### config.mk
export PLATFORM = sky130hd
export DESIGN_NAME = pd_hash_sequencer
export DESIGN_NICKNAME = d
export VERILOG_FILES = /design/src/rtl/pd_pkg.sv /design/src/rtl/pd_wait_timer.sv /design/src/rtl/pd_hash_sequencer.sv
export SDC_FILE = /design/constraint.sdc
export NUM_CORES = 1
export LEC_CHECK = 0
export ABC_AREA = 1
export CELL_PAD_IN_SITES_DETAIL_PLACEMENT = 0
export CELL_PAD_IN_SITES_GLOBAL_PLACEMENT = 1
export CORE_MARGIN = 2
export CORE_UTILIZATION = 39
export CTS_CLUSTER_SIZE = 8
export DETAILED_ROUTE_END_ITERATION = 10
export PLACE_DENSITY_LB_ADDON = 0.1
export RECOVER_POWER = 50
export SLEW_MARGIN = 20
export SYNTH_ARGS = -nofsm -noshare
export SYNTH_HDL_FRONTEND = slang
export SYNTH_SLANG_ARGS = --single-unit
### constraint.sdc
create_clock -name clk -period 1.41 [get_ports clk]
set_input_delay 0.282 -clock clk [delete_from_list [all_inputs] [get_ports clk]]
set_output_delay 0.282 -clock clk [all_outputs]
set_load 0.01 [all_outputs]
### src/rtl/pd_pkg.sv
// Shared types and constants for the Bitcoin header hash sequencer.
// Holds the sequencer state encoding, the chunk-mux and IV select codes,
// and a small state-classification helper.
package pd_pkg;

  typedef enum logic [3:0] {
    ST_IDLE     = 4'd0,
    ST_C1_START = 4'd1,
    ST_C1_WAIT  = 4'd2,
    ST_C2_START = 4'd3,
    ST_C2_WAIT  = 4'd4,
    ST_D_START  = 4'd5,
    ST_D_WAIT   = 4'd6,
    ST_DONE     = 4'd7,
    ST_ERR      = 4'd8,
    ST_ABORT    = 4'd9
  } pd_seq_state_t;

  // Packet Decoder chunk mux selects
  localparam logic [1:0] HS_CHUNK1 = 2'd0;
  localparam logic [1:0] HS_CHUNK2 = 2'd1;
  localparam logic [1:0] HS_DIGEST = 2'd2;

  // Compression core init-vector selects
  localparam logic [1:0] IV_STD   = 2'd0;
  localparam logic [1:0] IV_CHAIN = 2'd1;
  localparam logic [1:0] IV_MID   = 2'd2;

  // True for the states in which the core is computing and the watchdog runs
  function automatic logic is_wait_state(input pd_seq_state_t st);
    case (st)
      ST_C1_WAIT, ST_C2_WAIT, ST_D_WAIT: is_wait_state = 1'b1;
      default:                           is_wait_state = 1'b0;
    endcase
  endfunction

endpackage

### src/rtl/pd_wait_timer.sv
// Done-timeout watchdog counter for the hash sequencer.
// Counts cycles spent waiting for the core; expired is asserted in the
// TIMEOUT-th consecutive enabled cycle so the sequencer can leave on that edge.
module pd_wait_timer #(
  parameter int TIMEOUT = 255
) (
  input  logic clk,
  input  logic n_rst,
  input  logic clear,
  input  logic enable,
  output logic expired
);

  localparam int W = (TIMEOUT < 1) ? 1 : $clog2(TIMEOUT + 1);
  localparam logic [W-1:0] LIMIT = W'(TIMEOUT - 1);
  localparam logic [W-1:0] ONE   = W'(1);
  localparam logic [W-1:0] ZERO  = W'(0);

  logic [W-1:0] count_r;

  // Wait-cycle counter: cleared outside the wait states, saturates at the limit
  always_ff @(posedge clk or negedge n_rst) begin
    if (!n_rst) begin
      count_r <= ZERO;
    end else if (clear) begin
      count_r <= ZERO;
    end else if (enable && (count_r != LIMIT)) begin
      count_r <= count_r + ONE;
    end else begin
      count_r <= count_r;
    end
  end

  assign expired = enable && (count_r == LIMIT);

endmodule

### src/rtl/pd_hash_sequencer.sv
// Bitcoin header double-SHA-256 pass sequencer.
// Steps the compression core through chunk1, chunk2 and the digest pass,
// drives the chunk mux / IV selects, owns the start/done handshake, and
// aborts to an error state when the core fails to report done in time.
// Optional build macro MIDSTATE_CACHE_EN: caches the chunk1 midstate so that
// a nonce-only change restarts from chunk2 with the cached midstate IV.
module pd_hash_sequencer #(
  parameter int TIMEOUT = 255
) (
  input  logic       clk,
  input  logic       n_rst,
  input  logic       new_block,
  input  logic       nonce_next,
  input  logic       hash_done,
  output logic [1:0] hash_select,
  output logic [1:0] iv_sel,
  output logic       hash_start,
  output logic       hash_abort,
  output logic       load_midstate,
  output logic       result_valid,
  output logic       busy,
  output logic       error
);

  import pd_pkg::*;

  pd_seq_state_t state_r;
  logic [1:0]    hash_select_r;
  logic [1:0]    iv_sel_r;
  logic          hash_start_r;
  logic          hash_abort_r;
  logic          result_valid_r;
  logic          busy_r;
  logic          error_r;

  logic          wait_s;
  logic          timer_clear_s;
  logic          timer_en_s;
  logic          timer_expired_s;

`ifdef MIDSTATE_CACHE_EN
  logic          load_midstate_r;
  logic          midstate_valid_r;
`endif

  assign wait_s        = is_wait_state(state_r);
  assign timer_clear_s = !wait_s;
  assign timer_en_s    = wait_s && !hash_done;

  pd_wait_timer #(
    .TIMEOUT (TIMEOUT)
  ) u_wait_timer (
    .clk     (clk),
    .n_rst   (n_rst),
    .clear   (timer_clear_s),
    .enable  (timer_en_s),
    .expired (timer_expired_s)
  );

  // Sequencer FSM: state transitions together with all registered outputs
  always_ff @(posedge clk or negedge n_rst) begin
    if (!n_rst) begin
      state_r          <= ST_IDLE;
      hash_select_r    <= HS_CHUNK1;
      iv_sel_r         <= IV_STD;
      hash_start_r     <= 1'b0;
      hash_abort_r     <= 1'b0;
      result_valid_r   <= 1'b0;
      busy_r           <= 1'b0;
      error_r          <= 1'b0;
`ifdef MIDSTATE_CACHE_EN
      load_midstate_r  <= 1'b0;
      midstate_valid_r <= 1'b0;
`endif
    end else begin
      // single-cycle strobes default low
      hash_start_r    <= 1'b0;
      hash_abort_r    <= 1'b0;
      result_valid_r  <= 1'b0;
`ifdef MIDSTATE_CACHE_EN
      load_midstate_r <= 1'b0;
`endif
      case (state_r)
        ST_IDLE, ST_DONE: begin
          if (new_block || (nonce_next && (state_r == ST_IDLE))) begin
`ifdef MIDSTATE_CACHE_EN
            if (!new_block && midstate_valid_r) begin
              // nonce-only change: resume from the cached midstate
              state_r       <= ST_C2_START;
              hash_start_r  <= 1'b1;
              hash_select_r <= HS_CHUNK2;
              iv_sel_r      <= IV_MID;
              busy_r        <= 1'b1;
            end else begin
              state_r          <= ST_C1_START;
              hash_start_r     <= 1'b1;
              hash_select_r    <= HS_CHUNK1;
              iv_sel_r         <= IV_STD;
              busy_r           <= 1'b1;
              midstate_valid_r <= 1'b0;
            end
`else
            state_r       <= ST_C1_START;
            hash_start_r  <= 1'b1;
            hash_select_r <= HS_CHUNK1;
            iv_sel_r      <= IV_STD;
            busy_r        <= 1'b1;
`endif
          end else begin
            state_r <= ST_IDLE;
            busy_r  <= 1'b0;
          end
        end

        ST_C1_START, ST_C2_START, ST_D_START: begin
          if (new_block) begin
            state_r      <= ST_ABORT;
            hash_abort_r <= 1'b1;
            busy_r       <= 1'b1;
`ifdef MIDSTATE_CACHE_EN
            midstate_valid_r <= 1'b0;
`endif
          end else if (state_r == ST_C1_START) begin
            state_r <= ST_C1_WAIT;
          end else if (state_r == ST_C2_START) begin
            state_r <= ST_C2_WAIT;
          end else begin
            state_r <= ST_D_WAIT;
          end
        end

        ST_C1_WAIT: begin
          if (new_block) begin
            state_r      <= ST_ABORT;
            hash_abort_r <= 1'b1;
            busy_r       <= 1'b1;
`ifdef MIDSTATE_CACHE_EN
            midstate_valid_r <= 1'b0;
`endif
          end else if (hash_done) begin
            state_r       <= ST_C2_START;
            hash_start_r  <= 1'b1;
            hash_select_r <= HS_CHUNK2;
            iv_sel_r      <= IV_CHAIN;
`ifdef MIDSTATE_CACHE_EN
            load_midstate_r  <= 1'b1;
            midstate_valid_r <= 1'b1;
`endif
          end else if (timer_expired_s) begin
            state_r      <= ST_ERR;
            error_r      <= 1'b1;
            hash_abort_r <= 1'b1;
            busy_r       <= 1'b0;
          end else begin
            state_r <= ST_C1_WAIT;
          end
        end

        ST_C2_WAIT: begin
          if (new_block) begin
            state_r      <= ST_ABORT;
            hash_abort_r <= 1'b1;
            busy_r       <= 1'b1;
`ifdef MIDSTATE_CACHE_EN
            midstate_valid_r <= 1'b0;
`endif
          end else if (hash_done) begin
            state_r       <= ST_D_START;
            hash_start_r  <= 1'b1;
            hash_select_r <= HS_DIGEST;
            iv_sel_r      <= IV_STD;
          end else if (timer_expired_s) begin
            state_r      <= ST_ERR;
            error_r      <= 1'b1;
            hash_abort_r <= 1'b1;
            busy_r       <= 1'b0;
          end else begin
            state_r <= ST_C2_WAIT;
          end
        end

        ST_D_WAIT: begin
          if (new_block) begin
            state_r      <= ST_ABORT;
            hash_abort_r <= 1'b1;
            busy_r       <= 1'b1;
`ifdef MIDSTATE_CACHE_EN
            midstate_valid_r <= 1'b0;
`endif
          end else if (hash_done) begin
            state_r        <= ST_DONE;
            result_valid_r <= 1'b1;
            busy_r         <= 1'b0;
          end else if (timer_expired_s) begin
            state_r      <= ST_ERR;
            error_r      <= 1'b1;
            hash_abort_r <= 1'b1;
            busy_r       <= 1'b0;
          end else begin
            state_r <= ST_D_WAIT;
          end
        end

        ST_ABORT: begin
          // abort pulse has been issued; restart the full hash
          state_r       <= ST_C1_START;
          hash_start_r  <= 1'b1;
          hash_select_r <= HS_CHUNK1;
          iv_sel_r      <= IV_STD;
          busy_r        <= 1'b1;
        end

        ST_ERR: begin
          if (new_block) begin
            state_r       <= ST_C1_START;
            hash_start_r  <= 1'b1;
            hash_select_r <= HS_CHUNK1;
            iv_sel_r      <= IV_STD;
            busy_r        <= 1'b1;
            error_r       <= 1'b0;
`ifdef MIDSTATE_CACHE_EN
            midstate_valid_r <= 1'b0;
`endif
          end else begin
            state_r <= ST_ERR;
          end
        end

        default: begin
          state_r <= ST_IDLE;
          busy_r  <= 1'b0;
        end
      endcase
    end
  end

  assign hash_select  = hash_select_r;
  assign iv_sel       = iv_sel_r;
  assign hash_start   = hash_start_r;
  assign hash_abort   = hash_abort_r;
  assign result_valid = result_valid_r;
  assign busy         = busy_r;
  assign error        = error_r;
`ifdef MIDSTATE_CACHE_EN
  assign load_midstate = load_midstate_r;
`else
  assign load_midstate = 1'b0;
`endif

endmodule

Word level (Yosys, flattened, before mapping) --
Index checks and enable logic that the tools add are counted.
Storage, ports and cells: bits in registers 21, bits of input ports 5, output and inout port bits 10, logic and storage cells 100
Operators by class: add/sub/neg operators 1, equality and inequality tests 23, multiplexer cells 50, reduce and logical (&&, ||, !) cells 17
Operator list (number):
- two-way mux 4 bit | 11
- case mux 4 bit (7 select lines) | 1
- two-way mux 1 bit | 20
- case mux 2 bit (5 select lines) | 2
- two-way mux 2 bit | 9
- == test 4 x 3 -> 1 bit (second input constant) | 4
- two-way mux 8 bit | 2
- inequality test 2 bit (second input constant) | 8
- adder 8 x 1 -> 8 bit (second input constant) | 1
- == test 4 x 2 -> 1 bit (second input constant) | 2
- == test 4 bit (second input constant) | 2
- == test 8 bit (second input constant) | 1
- inequality test 8 bit (second input constant) | 1
- AND reduction 7 bit | 1
- inequality test 2 x 1 -> 1 bit (second input constant) | 3
- OR reduction 3 bit | 2
- case mux 1 bit (5 select lines) | 1
- AND reduction 5 bit | 1
- nonzero test 5 bit | 1
- == test 4 x 1 -> 1 bit (second input constant) | 1
- logical AND 1 bit | 4
- logical NOT 4 bit | 1
- case mux 1 bit (2 select lines) | 2
- case mux 1 bit (4 select lines) | 1
- other kinds (8) | 9

Logic depth before layout (Yosys ltp) --
depth after elaboration 9, mapped depth 11, gate-level depth less buffers 11

By module --
A second synthesis with hierarchy kept.
Second synthesis, totals: cell total of the unflattened synthesis 160, area total of the unflattened synthesis 1216.2 sq um
By module, submodules not included:
- pd_hash_sequencer | times used 1, cells each 88, area each 681.9 sq um, seq. area each 300.3 sq um
- pd_wait_timer | times used 1, cells each 72, area each 534.3 sq um, seq. area each 200.2 sq um

Least setup slack after synthesis --
No wires, ideal clock.
kind reg-to-reg, from register u_wait_timer.count_r[0], to register busy_r, in the netlist busy, arrival time 1189 ps, required time 1294 ps, setup slack 105 ps, stages on the path, launching flop included 12, path buffers 0, period minus slack after synthesis 1305 ps, path through dfrtp_1 > inv_1 > ha_1 > nand3_1 > nor2_1 > nand2_1 > nand2_1 > nand2_1 > nand2_1 > nand2_1 > nand2_1 > nand2_1
On the way: cells in the longest elaborated chain, start to end 6, elaborated cells on any way between the ends 8, classes of those cells 1 x eq/ne; 6 x mux; 1 x reduce/logical
RTL lines:
- from (decl) | RTL line pd_wait_timer.sv:19 | logic [W-1:0] count_r;
- from (signal assigned) | RTL line pd_wait_timer.sv:28 | count_r <= count_r + ONE;
- from (signal assigned) | RTL line pd_wait_timer.sv:30 | count_r <= count_r;
- == test 8 bit * | RTL line pd_wait_timer.sv:34 | assign expired = enable && (count_r == LIMIT);
- logical AND 1 bit * | RTL line pd_wait_timer.sv:34
- two-way mux 1 bit *
- two-way mux 1 bit, on equally long branches (2 in series)
- case mux 1 bit (5 select lines) *
- to (signal assigned) | RTL line pd_hash_sequencer.sv:69 | busy_r <= 1'b0;
- to (signal assigned) | RTL line pd_hash_sequencer.sv:107 | busy_r <= 1'b1;
- to (signal assigned) | RTL line pd_hash_sequencer.sv:111 | busy_r <= 1'b0;
- to (decl) | RTL line pd_hash_sequencer.sv:33 | logic busy_r;
Every way passes the cells marked *; elsewhere a longest branch is shown, timed or not. The select of a mux whose other input is x is not followed. A chain may end at the register's enable or synchronous reset.

Worst setup path after layout --
from register state_r[2], to register u_wait_timer.count_r[3]
On the way: cells in the longest elaborated chain, start to end 6, elaborated cells on any way between the ends 9, classes of those cells 4 x eq/ne; 2 x mux; 3 x reduce/logical
RTL lines:
- from (decl) | RTL line pd_hash_sequencer.sv:27 | pd_seq_state_t state_r;
- from (signal assigned) | RTL line pd_hash_sequencer.sv:63 | state_r <= ST_IDLE;
- from (signal assigned) | RTL line pd_hash_sequencer.sv:103 | state_r <= ST_C1_START;
- from (signal assigned) | RTL line pd_hash_sequencer.sv:110 | state_r <= ST_IDLE;
- == test 4 x 3 -> 1 bit or == test 4 x 2 -> 1 bit (tied branches) | RTL line pd_pkg.sv:31 | case (st)
- OR reduction 3 bit (no line) *
- two-way mux 1 bit * | RTL line pd_pkg.sv:31
- logical AND 1 bit | RTL line pd_hash_sequencer.sv:48 | assign timer_en_s = wait_s && !hash_done;
- logical AND 1 bit | RTL line pd_wait_timer.sv:27 | end else if (enable && (count_r != LIMIT)) begin
- inequality test 2 x 1 -> 1 bit (no line)
Every way passes the cells marked *; elsewhere a longest branch is shown, timed or not.

==> out/summary.txt <==
pin count of the biggest net entering global routing: 20
Die ar.: 3285 um^2
CP arrival: 1.54 ns
Clock Latency Late Sink: 0.29 ns
Reg clk slew, reported paths: 0.11 ns
most numerous cell in the Yosys netlist: nand2_1
clock sinks: 19
initial antenna violation count: 0
hpwl dp: 1890 um
EDFF count, synth: 0
Synth cell types: 29
Port Buffers: 12
accumulated negative setup slack: 0 ns
crit path from: state_r[2]
yosys warns: 0
Hold-fix buffers, CTS: 0
post-route cell area: 1515 um^2
cell-internal power: 1.495 mW
H-tree depth: 1
area share of the largest cell type after synthesis: 42.89%
status: completed
vias in the first global route: 950
Reg-to-Reg Start: state_r[2]
CTS root buffer: clkbuf_4
hold slack: 0.4628 ns
async set-reset flop share out of synthesis: 100.0%
CP Max Fanout: 6
dominant cells by area after synthesis: dfrtp_1 43%, nand2_1 14%, inv_1 5.8%
period utilization: 96.07%
# placed instances: 200
layout cells sized above 1: 35.75%
MaxCap Viol Count: 0
maximum root-to-sink buffer count: 2
total track usage: 16.45%
clock share of power: 10.2%
total gr overflow: 0
Post-synth top cells: 42 x nand2_1, 19 x dfrtp_1, 17 x inv_1
RSZ-0062 raised after global routing: true
post-synthesis sequential area ratio: 42.89%
CP endpoint kind: register
Boundary Pins: 15
number of core rows: 19
Mapped Area: 1109 um^2
first-pass GRT wire length: 4236 um
final hold vios: 0
Fill cells: 266
Routed WL per cell: 12.35 um
Logic pwr share: 57.1%
switching part of the total: 44.23%
Placed Area: 1341 um^2
drt total wl: 2594 um
CP Data Required Time: 1.60 ns
DR DRC count: 0
Fmax: 738.2 MHz
Design Power: 2.681 mW
Die W: 57.32 um
Core Region: 2734 um^2
endpoints failing setup: 0
initial DRC count: 24
Die Y: 57.32 um
worst slack at placement: -0.1241 ns
Lkg Pwr: 0.7591 nW
DR vias: 1019
Starting Density: 40.55%
#FFs+latches synth: 19
Syn-to-layout area delta: 36.68%
CTS tree: yes
Final GP Congestion: 0.7998
Vias/cell: 4.852
worst setup slack after layout: 0.05544 ns
register share of total power: 32.7%
post-synthesis cell count: 147
syn_area_per_cell: 7.541 um^2
peak supply drop: 1.327 mV
ant diodes: 0
Nets: 187
PD cells: 1769 nW/um^2
Non-Filler Instances: 210
fin util: 55.42%
total net switching power: 1.186 mW
Main synth FF type: dfrtp_1
Final ANT Viol Nets: 0
dominant cell type by area after synthesis: dfrtp_1
Tmin final: 1.355 ns
number of CTS-inserted buffers: 3
Hold Crit Class: in2async
fin. max-slew vios: 0
startpoint types: register
crit path kind: reg2reg
first drt pass iteration count: 4
Layout Skew: 0.005601 ns
## metal layers
layer	vias to the layer above	global-route usage, %	part of all wire [%]
li1	519	-	-
met1	472	23.45	48
met2	24	25.78	48
met3	4	4.082	2.8
met4	0	2.990	1.0
met5	-	0	0
## power groups by stage
stage / clock network (mW) / logic, mW / registers [mW]
after floorplan: 0 / 0.792 / 0.858
after global placement: 0 / 1.30 / 0.836
after detailed placement: 0 / 1.31 / 0.842
after CTS: 0.292 / 1.28 / 0.824
after global routing: 0.311 / 1.71 / 0.899
final: 0.273 / 1.53 / 0.877
## worst max-delay path, cell delays in order, from the launching register on
cell	delay, ns
dfrtp_2	0.48
inv_2	0.09
nand2_4	0.09
nand2_4	0.06
nor2_4	0.15
o21ai_4	0.09
nand2_2	0.10
inv_4	0.06
nand2_1	0.05
o21ai_0	0.07
## repair_timing
| action | 4_1_cts | 5_1_grt |
|---|---|---|
| resized for setup | 8 | 35 |
| endpoints found under the setup margin | 8 | 16 |
| gates cloned | 0 | 0 |
| buffers inserted | 1 | 5 |
| pin swaps | 0 | 12 |
## flip-flops by register name, indices dropped and copies added (netlist names)
register	flops
u_wait_timer.count_r	8
state_r	4
hash_select	2
busy	1
error	1
hash_abort	1
hash_start	1
result_valid	1
## logic make-up after synthesis
family,after synthesis,share of synthesized area (%)
other,1,0.3383
AOI/OAI and AO/OA,16,9.594
DFF,19,42.89
xor gates and xnor gates,4,3.161
buffers and inverters,25,9.593
adders and majority gates,2,2.257
and+or+nand+nor,80,32.17
## layout make-up
class	count	area (um^2)	area share [%]
inverter	21	81.33	5.367
clock buffer	3	22.52	1.486
clock inverter	1	5.005	0.3303
tap	31	38.79	2.560
multi-input combinational	104	633.1	41.78
timing repair buffer	31	254.0	16.76
sequential	19	480.5	31.71
## path summary, 6_finish.rpt
kind	to	slack, ns	depth (start not counted)
setup / recovery	u_wait_timer.count_r[3]	0.06	9
hold / removal	hash_select[1]	0.46	2
setup reg to reg	u_wait_timer.count_r[3]	0.06	9
hold reg to reg	hash_select[1]	0.52	2
max in group asynchronous	state_r[0]	0.58	2
min in group clk	hash_select[1]	0.52	2
## cell usage in the layout, fill, tap and decap left out, types with 5 or more instances in the layout
cell type      Yosys  final
nand2_1           42     36
buf_4              3     17
dfrtp_1           19     15
inv_1             17     14
nand2_2            5      9
nor2_1            15      9
dlygate4sd2_1      0      8
inv_2              4      6
nand3_1            9      5
o21ai_0            5      5
Power figures use the tool's default switching activity.
==> edit 1: new RTL, config.mk and constraints unchanged <==
The option `MIDSTATE_CACHE_EN` is turned on by a define.
--- a/src/rtl/pd_hash_sequencer.sv
+++ b/src/rtl/pd_hash_sequencer.sv
@@ -5,4 +5,6 @@
 // Optional build macro MIDSTATE_CACHE_EN: caches the chunk1 midstate so that
 // a nonce-only change restarts from chunk2 with the cached midstate IV.
+`define MIDSTATE_CACHE_EN
+
 module pd_hash_sequencer #(
   parameter int TIMEOUT = 255
Behaviour: not the same (a bounded check fails within 4 cycles, from zero or initial values and one cycle with n_rst low).
==> edit 1 against the unedited design <==
The flow now finishes with violations (negative setup slack). Design area up 29%. Synthesized area rose by 18%. Wire length increased by 33%. Utilization up 6.9 points. Worst hold slack better by 13 ps. Power grew 16%. Critical path depth fell by 1. Worst setup slack got worse by 84 ps. Fmax down 5.8%. Sequential cell count rose by 4. Combinational power is 18% higher. Critical path type unchanged.
==> edit 1: results (changes against the unedited design) <==
run status complete, but fails checks; failing checks negative setup slack; routed wire length 3443 um (+33%); slowest stage cell, crit path dfrtp_1; final setup vio count 5 (+5); clk tree area frac 0.01349 (-0.004679); non-clk buf share 0.2396 (+0.07193); Longest Clk Path Bufs 2 (unchanged); clk_skew 4.746 ps (-0.8554 ps); Worst-path clk slew 140 ps (+30 ps); Static Leak 0.9450 nW (+24%); Crit Path Max Fanout 4 (-2); reg2reg end state_r[3]; initial antenna violation count 0 (unchanged); ys flop type dfrtp_1; Synth cell types 28 (-3.4%); first-pass GRT wire length 5485 um (+29%); Total GRT Usage 0.1921 (+0.02753); Multi-input comb cells 118 (+13%); final hold slack 475.5 ps (+12.66 ps); H-Tree Depth 1 (unchanged); largest net degree at the start of global routing 24 (+20%); relative slew slack 0.6023; iteration-0 DRC count of the detailed router 44 (+83%); Worst-Skew Late Latency 310 ps (+20 ps); Largest delay share family, worst path simple AND/OR/NAND/NOR gates; FF-to-FF Start u_wait_timer.count_r[1]; fill count 288 (+8.3%); setup ws final -28.44 ps (-83.88 ps); FF-to-FF path depth 8 (-1); fraction of area in registers 0.2980 (-0.01909); ranking of synthesized cells by area dfrtp_1 44%, nand2_1 11%, nor2_1 6.0%; register area share after synthesis 0.4415 (+0.01256); worst vdd ir 0.8579 mV (-35%); Post-Place Setup Slack -244.4 ps (-120.3 ps); Sink Count 23 (+4); Non-CTS inverters 24 (+14%); HPWL after DPL 2295 um (+21%); vias in the first global route 1293 (+36%); # clk buffers 4 (+1); Via density 4.881 (+0.60%); nets 234 (+25%); share of layout cells above drive strength 1 0.3982 (+0.04069); Max stage delay on crit path 440 ps (-40 ps); Worst Path Arrival 1660 ps (+120 ps); nonclk buf count 57 (+84%); input/output buffers 14 (+2); global placer's final weighted congestion 0.8459 (+5.8%); top post-synthesis cells by count 38 x nand2_1, 23 x dfrtp_1, 21 x nor2_1; fraction of area in multi-input gates 0.3732 (-0.04468)
edit 1: power by group:
part	total, mW	switching, mW	internal [mW]
Clock	0.325	0.214	0.110
Sequential	0.981	0.162	0.819
Combinational	1.80	0.914	0.884
edit 1: timing repair:
item,CTS,global route
setup buffers,7,6
resized for setup,37,20
cloned,0,0
pin swaps,11,9
endpoints found under the setup margin,21,20
edit 1: per-layer routing:
metal  vias up  global-route usage  part of all wire
met5         -                   0                 0
met4         0             0.06991            0.0055
met3         2             0.01863             0.030
met2        25              0.3308              0.52
met1       631              0.2506              0.45
li1        660                   -                 -
edit 1: metrics by stage:
| stage | util | power, mW | setup TNS, ps | std cells | instance area, um^2 |
|---|---|---|---|---|---|
| after floorplan | - | 1.744 | 0 | 168 | 1306 |
| after global placement | 0.5456 | 2.373 | -2781 | 254 | 1707 |
| after detailed placement | 0.5456 | 2.383 | -2698 | 254 | 1707 |
| after CTS | 0.5932 | 2.892 | -57.84 | 265 | 1856 |
| after global routing | 0.6228 | 3.324 | -1331 | 270 | 1948 |
| final | 0.6228 | 3.104 | -112.4 | 270 | 1948 |
edit 1: cells by family (layout without fill, tap and decap cells):
group / Yosys count / count (layout) / share of synthesized area
flops: 23 / 23 / 0.4415
fa+ha+maj: 2 / 2 / 0.01919
xor+xnor: 5 / 5 / 0.03359
simple gates: 89 / 89 / 0.3138
compound gates: 22 / 22 / 0.1017
buf+inv: 27 / 85 / 0.09020
edit 1: worst max path at each step:
stage / to
4_1_cts: busy
6_report: state_r[3]
5_1_grt: midstate_valid_r
2_1_floorplan: state_r[3]
3_5_place_dp: busy
3_3_place_gp: busy
edit 1: worst register-to-register path, stage by stage, from the launching register on:
cell      delay [ps]
dfrtp_1          440
ha_4             180
nand2_2           70
nor2_2            40
nand2_2          130
inv_2             50
nand3_2           80
nand3b_1         120
or2_4            250
==> edit 2: new RTL, same settings <==
Without the edit above. Put one more register stage on the output `hash_start`, with the module's reset. The value now appears one clock later. The other outputs are not delayed to match.
--- a/src/rtl/pd_hash_sequencer.sv
+++ b/src/rtl/pd_hash_sequencer.sv
@@ -237,5 +237,11 @@
   assign hash_select  = hash_select_r;
   assign iv_sel       = iv_sel_r;
-  assign hash_start   = hash_start_r;
+  always_ff @(posedge clk or negedge n_rst) begin
+    if (!n_rst) begin
+      hash_start <= '0;
+    end else begin
+      hash_start <= hash_start_r;
+    end
+  end
   assign hash_abort   = hash_abort_r;
   assign result_valid = result_valid_r;
Check against the original RTL: not equivalent (Yosys sat finds a counterexample within 4 cycles, from zero or initial values and one cycle with n_rst low).
==> edit 2 against the unedited design <==
Worst hold slack got worse by 100 ps. Critical path depth unchanged. Worst setup slack improved by 12 ps. Sequential cell count is 2 higher. Synthesized area grew 3.2%. Power fell by 11%. Design area rose by 0.66%. Clock power rose by 8.8%. Combinational power down 22%. Wire length decreased by 8.1%. Critical path type unchanged.
==> edit 2: results (changes against the unedited design) <==
run status finished clean; Min-Delay Path Class register to register; share of layout cells above drive strength 1 0.3243 (-0.03322); Num CTS Buffers 3 (unchanged); Root Driver clkbuf_4; Worst-path clk slew ~120 ps; Post-Place Setup Slack -102.4 ps (+21.72 ps); Sink Count 21 (+2); first-pass GRT wire length 4243 um (+0.17%); vias in the first global route 975 (+2.6%); actual slew at the worst max-slew pin about 520 ps; Inserted Diodes 0 (unchanged); slowest stage cell, crit path dfrtp_1; DRT Pass-1 Iters 4 (unchanged); global placer's final weighted congestion 0.8435 (+5.5%); Longest Clk Path Bufs 2 (unchanged); initial antenna violation count 0 (unchanged); Static Leak 0.7989 nW (+5.2%); Worst-Skew Late Latency 310 ps (+20 ps); Via density 4.620 (-4.8%); fill count 265 (-0.38%); Synth cell types 23 (-21%); Worst Path Arrival 1590 ps (+50 ps); worst vdd ir 0.9093 mV (-31%); register area share after synthesis 0.4595 (+0.03062); CP Class register to register; ys async rst share 1.000 (unchanged); hold path startpoint hash_start_r; WL/cell 11.03 um (-11%); Max stage delay on crit path 400 ps (-80 ps); ranking of synthesized cells by area dfrtp_1 46%, nand2_1 16%, nand3_1 5.3%; Crit Path Max Fanout 8 (+2); largest net degree at the start of global routing 22 (+10%); HPWL after DPL 1847 um (-2.3%); combinational group power 1.20 mW (-22%); nets 193 (+3.2%); H-Tree Depth 1 (unchanged); max reg flops 8 (unchanged); post-placement cell area 1434 um^2 (+6.9%); input/output buffers 12 (unchanged); top post-synthesis cells by count 49 x nand2_1, 21 x dfrtp_1, 14 x nor2_1; Total GRT Usage 0.1635 (-0.001067); iteration-0 DRC count of the detailed router 42 (+75%); FF-to-FF Start u_wait_timer.count_r[0]; Internal 1.428 mW (-4.5%); Clock group 0.297 mW (+8.8%); Ys Warns 0 (unchanged); clk_skew 2.769 ps (-2.832 ps); Top reg by flops u_wait_timer.count_r
## edit 2: worst paths after layout
check | end | slack (ps) | cells after the start
setup / recovery | u_wait_timer.count_r[3] | 70 | 9
hold reg to reg | hash_start | 360 | 0
hold / removal | hash_start | 360 | 0
setup reg to reg | u_wait_timer.count_r[3] | 70 | 9
max in group asynchronous | state_r[2] | 580 | 2
min in group asynchronous | u_wait_timer.count_r[1] | 450 | 2
## edit 2: what timing repair did
item,in CTS,in global routing
resized for setup,8,21
pin swaps,0,6
setup endpoints to repair,8,14
buffers inserted,1,1
gates cloned,0,0
## edit 2: stage by stage
step	setup TNS, ps	total power [mW]	utilization	hold slack (ps)	cells
finish	0	2.375	0.5484	361.7	216
CTS	0	2.285	0.5245	294.6	215
floorplan	0	1.465	-	-13.59	150
global placement	-794.0	2.016	0.5155	332.7	210
global route	-249.5	2.584	0.5484	374.3	216
detailed placement	-970.9	2.019	0.5155	337.1	210
## edit 2: area by class of cell
type | count | area share
clock inverter | 1 | 0.003281
multi-input combinational | 108 | 0.3831
clock buffer | 3 | 0.01477
tap | 31 | 0.02543
timing repair buffer | 33 | 0.1788
inverter | 19 | 0.04676
sequential | 21 | 0.3478
## edit 2: critical path: cells and delay by family, from the launching register on
family                     cells  cell delay, ps
AOI/OAI and AO/OA              1              70
and+or+nand+nor                5             440
DFF                            1             400
adders and majority gates      1             170
buffers and inverters          2             190
## edit 2: kinds of logic after synthesis
| logic type | synth area share |
|---|---|
| simple gates | 0.3337 |
| other cells | 0.003279 |
| compound gates | 0.06784 |
| buf+inv | 0.07549 |
| fa+ha+maj | 0.02188 |
| flops | 0.4595 |
| xor+xnor | 0.03830 |
## edit 2: per-layer routing
layer,share of wire,GRT usage
met5,0,0
met4,0.0080,0.06312
met3,0.033,0.04241
met2,0.48,0.2516
met1,0.48,0.2207
